## config.mk

```make
export PLATFORM = sky130hd
export DESIGN_NAME = bw_seq_mult
export DESIGN_NICKNAME = d
export VERILOG_FILES = /design/src/rtl/bw_seq_mult.sv
export SDC_FILE = /design/constraint.sdc
export NUM_CORES = 1
export LEC_CHECK = 0
export CAP_MARGIN = 20
export CORE_ASPECT_RATIO = 0.5
export CORE_MARGIN = 5
export CORE_UTILIZATION = 57
export CTS_CLUSTER_DIAMETER = 80
export CTS_CLUSTER_SIZE = 30
export DETAILED_ROUTE_END_ITERATION = 8
export PLACE_DENSITY = 0.84
export SLEW_MARGIN = 20
export SYNTH_ARGS = -nofsm -noshare
export SYNTH_HDL_FRONTEND = slang
export SYNTH_SLANG_ARGS = --single-unit
```

## constraint.sdc

```tcl
create_clock -name clk -period 6.74 [get_ports clk]
set_input_delay 1.348 -clock clk [delete_from_list [all_inputs] [get_ports clk]]
set_output_delay 1.348 -clock clk [all_outputs]
set_load 0.02 [all_outputs]
```

## src/rtl/bw_seq_mult.sv

```systemverilog
// Iterative signed Baugh-Wooley multiplier: one partial-product row per clock
// into an accumulator, with a start/busy/done handshake.
module bw_seq_mult #(
  parameter int WA = 7,
  parameter int WB = 5
) (
  input  logic             clk,
  input  logic             rst_n,
  input  logic             start,
  input  logic [WA-1:0]    a,
  input  logic [WB-1:0]    b,
  output logic             busy,
  output logic             done,
  output logic [WA+WB-1:0] p
);

  // state | meaning
  // IDLE  | waiting for start; p holds the last result
  // RUN   | adding row cnt of the partial-product array into acc

  localparam int W  = WA + WB;
  localparam int CW = $clog2(WB);
  // Sign-correction constant that turns the inverted rows into a signed sum.
  localparam logic [W-1:0] CONST =
    W'((64'd1 << (W - 1)) + (64'd1 << (WA - 1)) + (64'd1 << (WB - 1)));

  typedef enum logic {IDLE, RUN} state_t;

  state_t          state;
  logic [WA-1:0]   ra;
  logic [WB-1:0]   rb;
  logic [W-1:0]    acc;
  logic [CW-1:0]   cnt;
  logic            bj;
  logic            last;
  logic [WA-1:0]   row;
  logic [W-1:0]    sum;

  // The last row (multiplier sign bit) inverts the low bits instead of the MSB.
  always_comb begin
    bj   = rb[cnt];
    last = (cnt == CW'(WB - 1));
    row  = {(ra[WA-1] & bj) ^ ~last,
            (ra[WA-2:0] & {(WA-1){bj}}) ^ {(WA-1){last}}};
    sum  = acc + ({{WB{1'b0}}, row} << cnt);
  end

  always_ff @(posedge clk or negedge rst_n) begin
    if (!rst_n) begin
      state <= IDLE;
      busy  <= 1'b0;
      done  <= 1'b0;
      p     <= '0;
      acc   <= '0;
      cnt   <= '0;
      ra    <= '0;
      rb    <= '0;
    end else begin
      done <= 1'b0;
      case (state)
        IDLE: begin
          if (start) begin
            ra    <= a;
            rb    <= b;
            acc   <= CONST;
            cnt   <= '0;
            busy  <= 1'b1;
            state <= RUN;
          end
        end
        RUN: begin
          acc <= sum;
          if (last) begin
            p     <= sum;
            done  <= 1'b1;
            busy  <= 1'b0;
            state <= IDLE;
          end else begin
            cnt <= cnt + CW'(1);
          end
        end
        default: state <= IDLE;
      endcase
    end
  end

endmodule

```

# ---- Yosys cells after proc, flatten, opt, wreduce, memory -nomap -nowiden
# Cells that the tools add are included.
dict set report totals {
  register_bits 42
  inputBits 15
  out_inout_bits 14
  elab_cells 41
}
dict set report classes {
  addsub 2
  n_lt_le_gt_ge 1
  n_eq_ne 4
  shifts 1
  mux 15
  bitwise 6
  n_reduce_logical 4
}
# cell count
set ops {}
lappend ops {{12-bit case mux with 2 select lines} 1}
lappend ops {{12-bit adder} 1}
lappend ops {{12-bit 2-to-1 mux} 1}
lappend ops {{7-bit by 3-bit << shifter with 12-bit output} 1}
lappend ops {{2-bit AND reduction} 4}
lappend ops {{1-bit 2-to-1 mux} 7}
lappend ops {{6-bit AND} 1}
lappend ops {{3-bit 2-to-1 mux} 2}
lappend ops {{3-bit case mux with 2 select lines} 1}
lappend ops {{6-bit XOR} 1}
lappend ops {{3-bit by 4-bit less-than comparator with 1-bit output, second input constant} 1}
lappend ops {{2-bit != test, second input constant} 2}
lappend ops {{1-bit case mux with 2 select lines} 2}
lappend ops {{3-bit by 1-bit adder with 3-bit output, second input constant} 1}
lappend ops {{1-bit binary-select mux with 3-bit select} 1}
lappend ops {{3-bit equality test, second input constant} 1}
lappend ops {{2-bit by 1-bit != test with 1-bit output, second input constant} 1}
lappend ops {{1-bit inverter} 2}
lappend ops {{1-bit AND} 1}
lappend ops {{1-bit XOR} 1}

# ---- Longest topological paths before layout
# Gate-level depths: netlist of the first run.
dict set report depth {
  depth_word 7
  depth_mapped 15
  ltp_nobuf 14
}

# ---- Least setup slack after synthesis of the first run
# OpenSTA, ideal clock, no wires.
dict set report synth_timing {
  kind {flip-flop to flip-flop}
  from {register cnt[0]}
  to {register acc[11]}
  setup_ns 0.124
  arrival_ns 3.113
  slack_ns 3.503
  path_stages_with_launch 15
  period_less_slack_ns 3.237
  path_cell_list {dfrtp_1 > buf_6 > mux2i_2 > o22ai_4 > a31o_2 > o311a_1 > or2_2 > o41ai_1 > ha_1 > a21oi_1 > o21ai_0 > a21oi_1 > nor2_1 > xnor2_1 > o31a_1}
}
dict set report synth_via {
  elab_chain_len 7
  elab_cells_between_ends 11
  classes_between {add/sub: 1; eq/ne: 1; shift: 1; mux: 3; bitwise: 5}
}
# element line
set synth_rtl {}
lappend synth_rtl {{from (decl)} 33} ;# logic [CW-1:0] cnt;
lappend synth_rtl {{from (signal assigned)} 79} ;# cnt <= cnt + CW'(1);
lappend synth_rtl {{1-bit binary-select mux with 3-bit select} 41} ;# bj = rb[cnt];
lappend synth_rtl {{1-bit 2-to-1 mux (implied by the code)} 41}
lappend synth_rtl {{6-bit AND or 1-bit AND (tied branches)} {44, 43}}
lappend synth_rtl {{6-bit XOR or 1-bit XOR (tied branches)} {44, 43}}
lappend synth_rtl {{7-bit by 3-bit << shifter with 12-bit output *} 45} ;# sum = acc + ({{WB{1'b0}}, row} << cnt);
lappend synth_rtl {{12-bit adder *} 45}
lappend synth_rtl {{12-bit case mux with 2 select lines *} 60} ;# case (state)
lappend synth_rtl {{to (signal assigned)} 72} ;# acc <= sum;
lappend synth_rtl {{to (decl)} 32} ;# logic [W-1:0] acc;
# Mark *: on every way between the ends. The rest lies on a longest branch, timed or not. The select of a mux whose other input is x is not followed.
# A chain may end at the register's enable or synchronous reset.

# ---- Worst setup path after layout of the first run
# Same ends and word-level chain as after synthesis.

==> reports/qor.txt, run 1 <==
CP Class: reg2reg
row cnt: 17
global-route met1 utilization: 31.5%
layout cells sized above 1: 11.3%
share of flip-flops with an asynchronous set or reset after synthesis: 100%
H-tree levels: 2
clock insertion delay at the later pin of the skew report: 310 ps
mapped cell area: 2670 um^2
grt met3 use: 4.49%
clock-pin slew on the worst setup and hold paths: 90 ps
detail-routed net length per standard cell: 17.3 um
clock tree from TritonCTS: built
DPL Wire Length: 4.51 mm
CTS Hold Bufs: 0
net count after synthesis: 315
dominant cells by area after synthesis: sky130_fd_sc_hd__dfrtp_1 (39%), sky130_fd_sc_hd__ha_1 (6.1%), sky130_fd_sc_hd__mux2_2 (5.1%)
postcts setup bufs: 0
type of destination of the critical path: flip-flop
number of global-route vias before repair: 2272
proportion of synthesized chip area in sequential cells: 39.4%
number of standard cells after synthesis: 286
routability cong.: 0.924
Port Buf Inserts: 28
number of flops mapped to enable cells by yosys: 0
setup TNS: 0 ps
final-report hold violation count: 0
maximum count of clock buffers along a single path: 2
library cell occupying the most area in the post-synthesis netlist: sky130_fd_sc_hd__dfrtp_1
largest net degree at the start of global routing: 43
core area: 4470 um^2
most common cell after layout, fill and taps aside: sky130_fd_sc_hd__dfrtp_1
CP Max Fanout: 18
GRT Max-Usage Layer: met2
maximum frequency from static timing analysis: 235 MHz
Global Route met2 Usage: 34.3%
worst min-delay path category: reg2reg
#FFs+latches synth: 42
detailed-route wire length: 6.35 mm
fin nets: 338
number of distinct library cell variants in the gate-level netlist after synthesis: 58
worst clock skew: 14.2 ps
most common flop cell mapped by yosys: sky130_fd_sc_hd__dfrtp_1
global-route wire length before repair: 11.0 mm
number of detailed-route iterations in the first pass: 4
via count: 2303
grt total ovfl: 0
total die area: 6240 um^2
number of buffers inserted during clock tree synthesis: 5
buffer type at the clock tree root: sky130_fd_sc_hd__clkbuf_8
die extent in y: 58.4 um
area taken by multi-input logic gates: 1520 um^2
layout overhead on the synthesized area: 14.7%
initial core utilization: 59.8%
final antenna-violating net count: 0
area of all sequential standard cells: 1050 um^2
Startpoint Class: flip-flop
setup repair after global routing missed its margin: false
number of gates resized after CTS: 0
final routed DRC violation total: 0
I/O pins: 29
commonest cells after routing, fill and taps aside: sky130_fd_sc_hd__dfrtp_1 (42), sky130_fd_sc_hd__nand2_1 (34), sky130_fd_sc_hd__clkdlybuf4s50_1 (27)
overall routing resource usage: 22.4%
result of the run: complete, no violations
arrival time reported for the critical path endpoint: 4450 ps
Die X-Extent: 107 um
clk sinks: 42
worst endpoint required time: 6940 ps
synthesized area per cell: 9.34 um^2
number of maximum-capacitance constraint violations: 0
initial antenna violation count: 0
Fill cells: 347
Antenna Diode Count: 0
post-route minimum period: 4250 ps
number of warnings issued by yosys: 0
number of violations reported at the end of detailed-routing iteration 0: 160
Max-slew headroom: 40.6%
Period Utilization, post-route: 63.1%
Finish-stage setup viols: 0
routed vias/inst: 6.28
area share of the leading cell type in the synthesized netlist: 39.4%
actual transition at the worst max-transition pin: 889 ps
Final Max Slew Viols: 0
-- cell type report --
class	instances	share of cell area (%)
Timing Repair Buffer	28	9.07
Clock buffer	6	2.70
Sequential cell	42	34.3
Tap cell	57	2.33
Inverter	12	1.47
Clock inverter	2	0.408
Multi-Input combinational cell	220	49.7
-- flip-flops by register name, indices dropped and copies added, names as in the netlist --
signal / count
ra: 7
rb: 5
p: 12
acc: 12
state: 1
cnt: 3
busy: 1
done: 1
-- per-layer routing --
metal	part of all wire [%]	vias up
li1	-	1101
met1	46	1084
met2	45	112
met3	8.5	6
met4	0.80	0
met5	0	-
-- cells by family after synthesis --
logic type      synth area share (%)
simple gates                    17.5
compound gates                  20.6
flops                           39.4
mux                             8.44
xor+xnor                        3.61
fa+ha+maj                       6.84
buf+inv                         3.70
-- worst max-delay path, stage by stage, from the launching register on --
cell and delay, ps:
sky130_fd_sc_hd__dfrtp_1 650, sky130_fd_sc_hd__inv_1 250, sky130_fd_sc_hd__ha_1 500, sky130_fd_sc_hd__nand2_1 280
sky130_fd_sc_hd__a22o_1 280, sky130_fd_sc_hd__o41ai_1 480, sky130_fd_sc_hd__ha_1 390, sky130_fd_sc_hd__a21oi_1 230
sky130_fd_sc_hd__o21ai_0 180, sky130_fd_sc_hd__a21oi_1 340, sky130_fd_sc_hd__nor2_1 150, sky130_fd_sc_hd__xnor2_1 160
sky130_fd_sc_hd__o31a_1 240
-- final timing paths --
check,depth (start not counted),from,end,slack [ps]
setup / recovery,12,cnt[0]$_DFFE_PN0P_,acc[11]$_DFFE_PN0P_,2490
max in group asynchronous,1,rst_n,rb[4]$_DFFE_PN0P_,5360
hold reg to reg,1,busy$_DFFE_PN0P_,busy$_DFFE_PN0P_,480
hold / removal,1,busy$_DFFE_PN0P_,busy$_DFFE_PN0P_,480
min in group asynchronous,1,rst_n,state$_DFF_PN0_,1020
setup reg to reg,12,cnt[0]$_DFFE_PN0P_,acc[11]$_DFFE_PN0P_,2490
-- stage by stage --
step	area [um^2]	util, %	setup slack (ps)	instances	hold slack [ps]
3_3_place_gp	2960	66.3	2770	359	457
3_5_place_dp	2970	66.4	2650	359	465
4_1_cts	3060	68.5	2540	367	482
2_1_floorplan	2670	-	3500	286	455
6_report	3060	68.6	2490	367	478
5_1_grt	3060	68.6	2090	367	512
-- cell usage after synthesis (2+ instances only) --
cell / count
sky130_fd_sc_hd__a211oi_1: 5
sky130_fd_sc_hd__a21o_1: 3
sky130_fd_sc_hd__a21oi_1: 10
sky130_fd_sc_hd__a22o_1: 2
sky130_fd_sc_hd__a311oi_1: 2
sky130_fd_sc_hd__a31o_2: 2
sky130_fd_sc_hd__a31oi_1: 4
sky130_fd_sc_hd__and3_1: 3
sky130_fd_sc_hd__clkbuf_1: 9
sky130_fd_sc_hd__dfrtp_1: 42
sky130_fd_sc_hd__ha_1: 13
sky130_fd_sc_hd__inv_1: 11
sky130_fd_sc_hd__mux2_2: 12
sky130_fd_sc_hd__mux2i_1: 4
sky130_fd_sc_hd__mux2i_2: 2
sky130_fd_sc_hd__nand2_1: 34
sky130_fd_sc_hd__nand2b_1: 3
sky130_fd_sc_hd__nand3_1: 9
sky130_fd_sc_hd__nor2_1: 25
sky130_fd_sc_hd__nor2b_1: 2
sky130_fd_sc_hd__nor3_1: 5
sky130_fd_sc_hd__nor4_1: 2
sky130_fd_sc_hd__o2111ai_1: 4
sky130_fd_sc_hd__o211ai_1: 2
sky130_fd_sc_hd__o21a_1: 3
sky130_fd_sc_hd__o21ai_0: 22
sky130_fd_sc_hd__o22ai_1: 3
sky130_fd_sc_hd__o31ai_1: 4
sky130_fd_sc_hd__o41ai_1: 3
sky130_fd_sc_hd__or2_2: 2
sky130_fd_sc_hd__or3_1: 2
sky130_fd_sc_hd__or4_1: 2
sky130_fd_sc_hd__xnor2_1: 5
sky130_fd_sc_hd__xor2_1: 6
Power of run 1 is left out: the tool's default activity adds up to more than one toggle a clock period on the data nets, which glitch-free logic cannot reach.
==> run 2, diff against run 1 <==
==> constraint.sdc (replaced) <==
create_clock -name clk -period 4.3 [get_ports clk]
set_input_delay 0.86 -clock clk [delete_from_list [all_inputs] [get_ports clk]]
set_output_delay 0.86 -clock clk [all_outputs]
set_load 0.02 [all_outputs]
==> run 2 against run 1 <==
  * Via count is 1.5% higher
  * Sequential share of layout area is 0.24 points lower
  * Cell count is 1.4% higher
  * Cell area is 0.69% higher
  * Fmax is 11% higher
  * Clock skew is 7.6 ps lower
  * First-iteration DRC count is 13% higher
  * Global-route usage is 0.23 points lower
  * Register-to-register slack worse by 2000 ps
  * Wire length is 2.1% higher
  * Critical path type unchanged
==> reports/qor.txt, run 2 (synthesized netlist as in run 1, its figures left out) <==
result of the run: complete, no violations
area taken by multi-input logic gates: 1520 um^2 (-0.16%)
detailed-route wire length: 6.49 mm (+2.1%)
arrival time reported for the critical path endpoint: 4080 ps (-370 ps)
layout overhead on the synthesized area: 15.5%
number of gates resized after CTS: 0 (unchanged)
number of violations reported at the end of detailed-routing iteration 0: 180 (+13%)
type of destination of the critical path: flip-flop
postcts setup bufs: 0 (unchanged)
overall routing resource usage: 22.2% (-0.23 points)
worst min-delay path category: reg2reg
routed vias/inst: 6.28 (+0.11%)
total die area: 6240 um^2 (unchanged)
maximum count of clock buffers along a single path: 2 (unchanged)
CP Class: reg2reg
clock tree from TritonCTS: built
worst endpoint required time: 4540 ps (-2400 ps)
final routed DRC violation total: 0 (unchanged)
final-report hold violation count: 0 (unchanged)
via count: 2337 (+1.5%)
delay of the slowest cell on the worst path: 630 ps (-20 ps)
global-route wire length before repair: 10.9 mm (-1.2%)
DPL Wire Length: 4.63 mm (+2.9%)
Finish-stage setup viols: 0 (unchanged)
largest net degree at the start of global routing: 43 (unchanged)
fin nets: 344 (+1.8%)
H-tree levels: 2 (unchanged)
number of maximum-capacitance constraint violations: 0 (unchanged)
area of all sequential standard cells: 1050 um^2 (unchanged)
setup repair after global routing missed its margin: false
CP Max Fanout: 11 (-7)
final antenna-violating net count: 0 (unchanged)
core area: 4470 um^2 (unchanged)
Port Buf Inserts: 28 (unchanged)
critical-path cell with the highest stage delay: sky130_fd_sc_hd__dfrtp_1
grt total ovfl: 0 (unchanged)
Die X-Extent: 107 um (unchanged)
chain of cells forming the critical path: mux2i_2, o22ai_4, a31o_2, o311a_1, or2_2, o41ai_1, ha_1, a21oi_1, o21ai_0, a21oi_1, nor4_1, nor4bb_1, o31a_1
Top Registers: acc (12), p (12), ra (7)
worst clock skew: 6.57 ps (-7.63 ps)
clk sinks: 42 (unchanged)
post-route minimum period: 3840 ps (-415 ps)
setup TNS: 0 ps (unchanged)
Fill cells: 365 (+5.2%)
Final Max Slew Viols: 0 (unchanged)
actual transition at the worst max-transition pin: 950 ps (+61.5 ps)
layout cells sized above 1: 11.7% (+0.46 points)
Antenna Diode Count: 0 (unchanged)
CTS Hold Bufs: 0 (unchanged)
most used cell along the critical path: sky130_fd_sc_hd__a21oi_1
maximum frequency from static timing analysis: 260 MHz (+11%)
number of global-route vias before repair: 2241 (-1.4%)
commonest cells after routing, fill and taps aside: sky130_fd_sc_hd__dfrtp_1 (42), sky130_fd_sc_hd__nand2_1 (34), sky130_fd_sc_hd__clkdlybuf4s50_1 (27)
number of buffers inserted during clock tree synthesis: 5 (unchanged)
initial antenna violation count: 0 (unchanged)
clock-pin slew on the worst setup and hold paths: 80 ps (about the same)
most common cell after layout, fill and taps aside: sky130_fd_sc_hd__dfrtp_1
buffering stage count on the worst path with inverters included: 0 (-1)
number of detailed-route iterations in the first pass: 5 (+1)
clock insertion delay at the later pin of the skew report: 300 ps (about the same)
Period Utilization, post-route: 89.3% (+26 points)
Startpoint Class: flip-flop
die extent in y: 58.4 um (unchanged)
largest delay contributor family on the critical path: compound AO/OA/AOI/OAI gates
initial core utilization: 59.8% (unchanged)
detail-routed net length per standard cell: 17.4 um (+0.77%)
buffer type at the clock tree root: sky130_fd_sc_hd__clkbuf_8
row cnt: 17 (unchanged)
I/O pins: 29 (unchanged)
Max-slew headroom: 36.7% (-3.9 points)
routability cong.: 0.990 (+7.2%)
-- run 2: cell count changes in the layout (fill, tap and decap cells not counted), sizes merged --
cell / before / now
clkinv: 2 / 1
clkinvlp: 1 / 0
clkbuf: 6 / 7
buf: 1 / 7
-- run 2: worst paths after layout --
check	depth (start not counted)	end	startpoint	slack (ps)
worst max-delay path	13	acc[11]$_DFFE_PN0P_	cnt[0]$_DFFE_PN0P_	460
worst min-delay path	2	p[6]$_DFFE_PN0P_	p[6]$_DFFE_PN0P_	480
worst max register to register	13	acc[11]$_DFFE_PN0P_	cnt[0]$_DFFE_PN0P_	460
worst min register to register	2	p[6]$_DFFE_PN0P_	p[6]$_DFFE_PN0P_	480
max in group asynchronous	1	acc[7]$_DFFE_PN0P_	rst_n	3000
min in group asynchronous	1	ra[4]$_DFFE_PN0P_	rst_n	690
-- run 2: worst min-delay path, cell delays in order, from the launching register on --
cell and delay (ps):
sky130_fd_sc_hd__dfrtp_1 340, sky130_fd_sc_hd__nand2_1 40, sky130_fd_sc_hd__o21ai_0 60
-- run 2: through the flow --
stage | utilization [%] | hold WS (ps) | setup slack [ps] | cell area [um^2] | std cells
detailed placement | 67.3 | 465 | 527 | 3010 | 365
global route | 69.0 | 515 | 193 | 3080 | 372
floorplan | - | 455 | 1060 | 2670 | 286
CTS | 69.0 | 483 | 500 | 3080 | 372
global placement | 67.3 | 457 | 663 | 3010 | 365
finish | 69.0 | 477 | 460 | 3080 | 372
-- run 2: final cells by class --
class | instances | area share [%]
clock buffers | 7 | 2.47
well taps | 57 | 2.31
flip-flops and latches | 42 | 34.1
inverters | 12 | 1.46
multi-input cells | 220 | 49.3
repair buffers | 34 | 10.4
-- run 2: layer usage --
| metal | wire [um] | track usage (%) | vias up |
|---|---|---|---|
| met5 | 0 | 0 | - |
| met4 | 128 | 8.01 | 0 |
| met3 | 481 | 4.05 | 15 |
| met2 | 2920 | 34.7 | 117 |
| met1 | 2960 | 31.3 | 1096 |
| li1 | - | - | 1109 |
Power of run 2 is left out for the same reason.
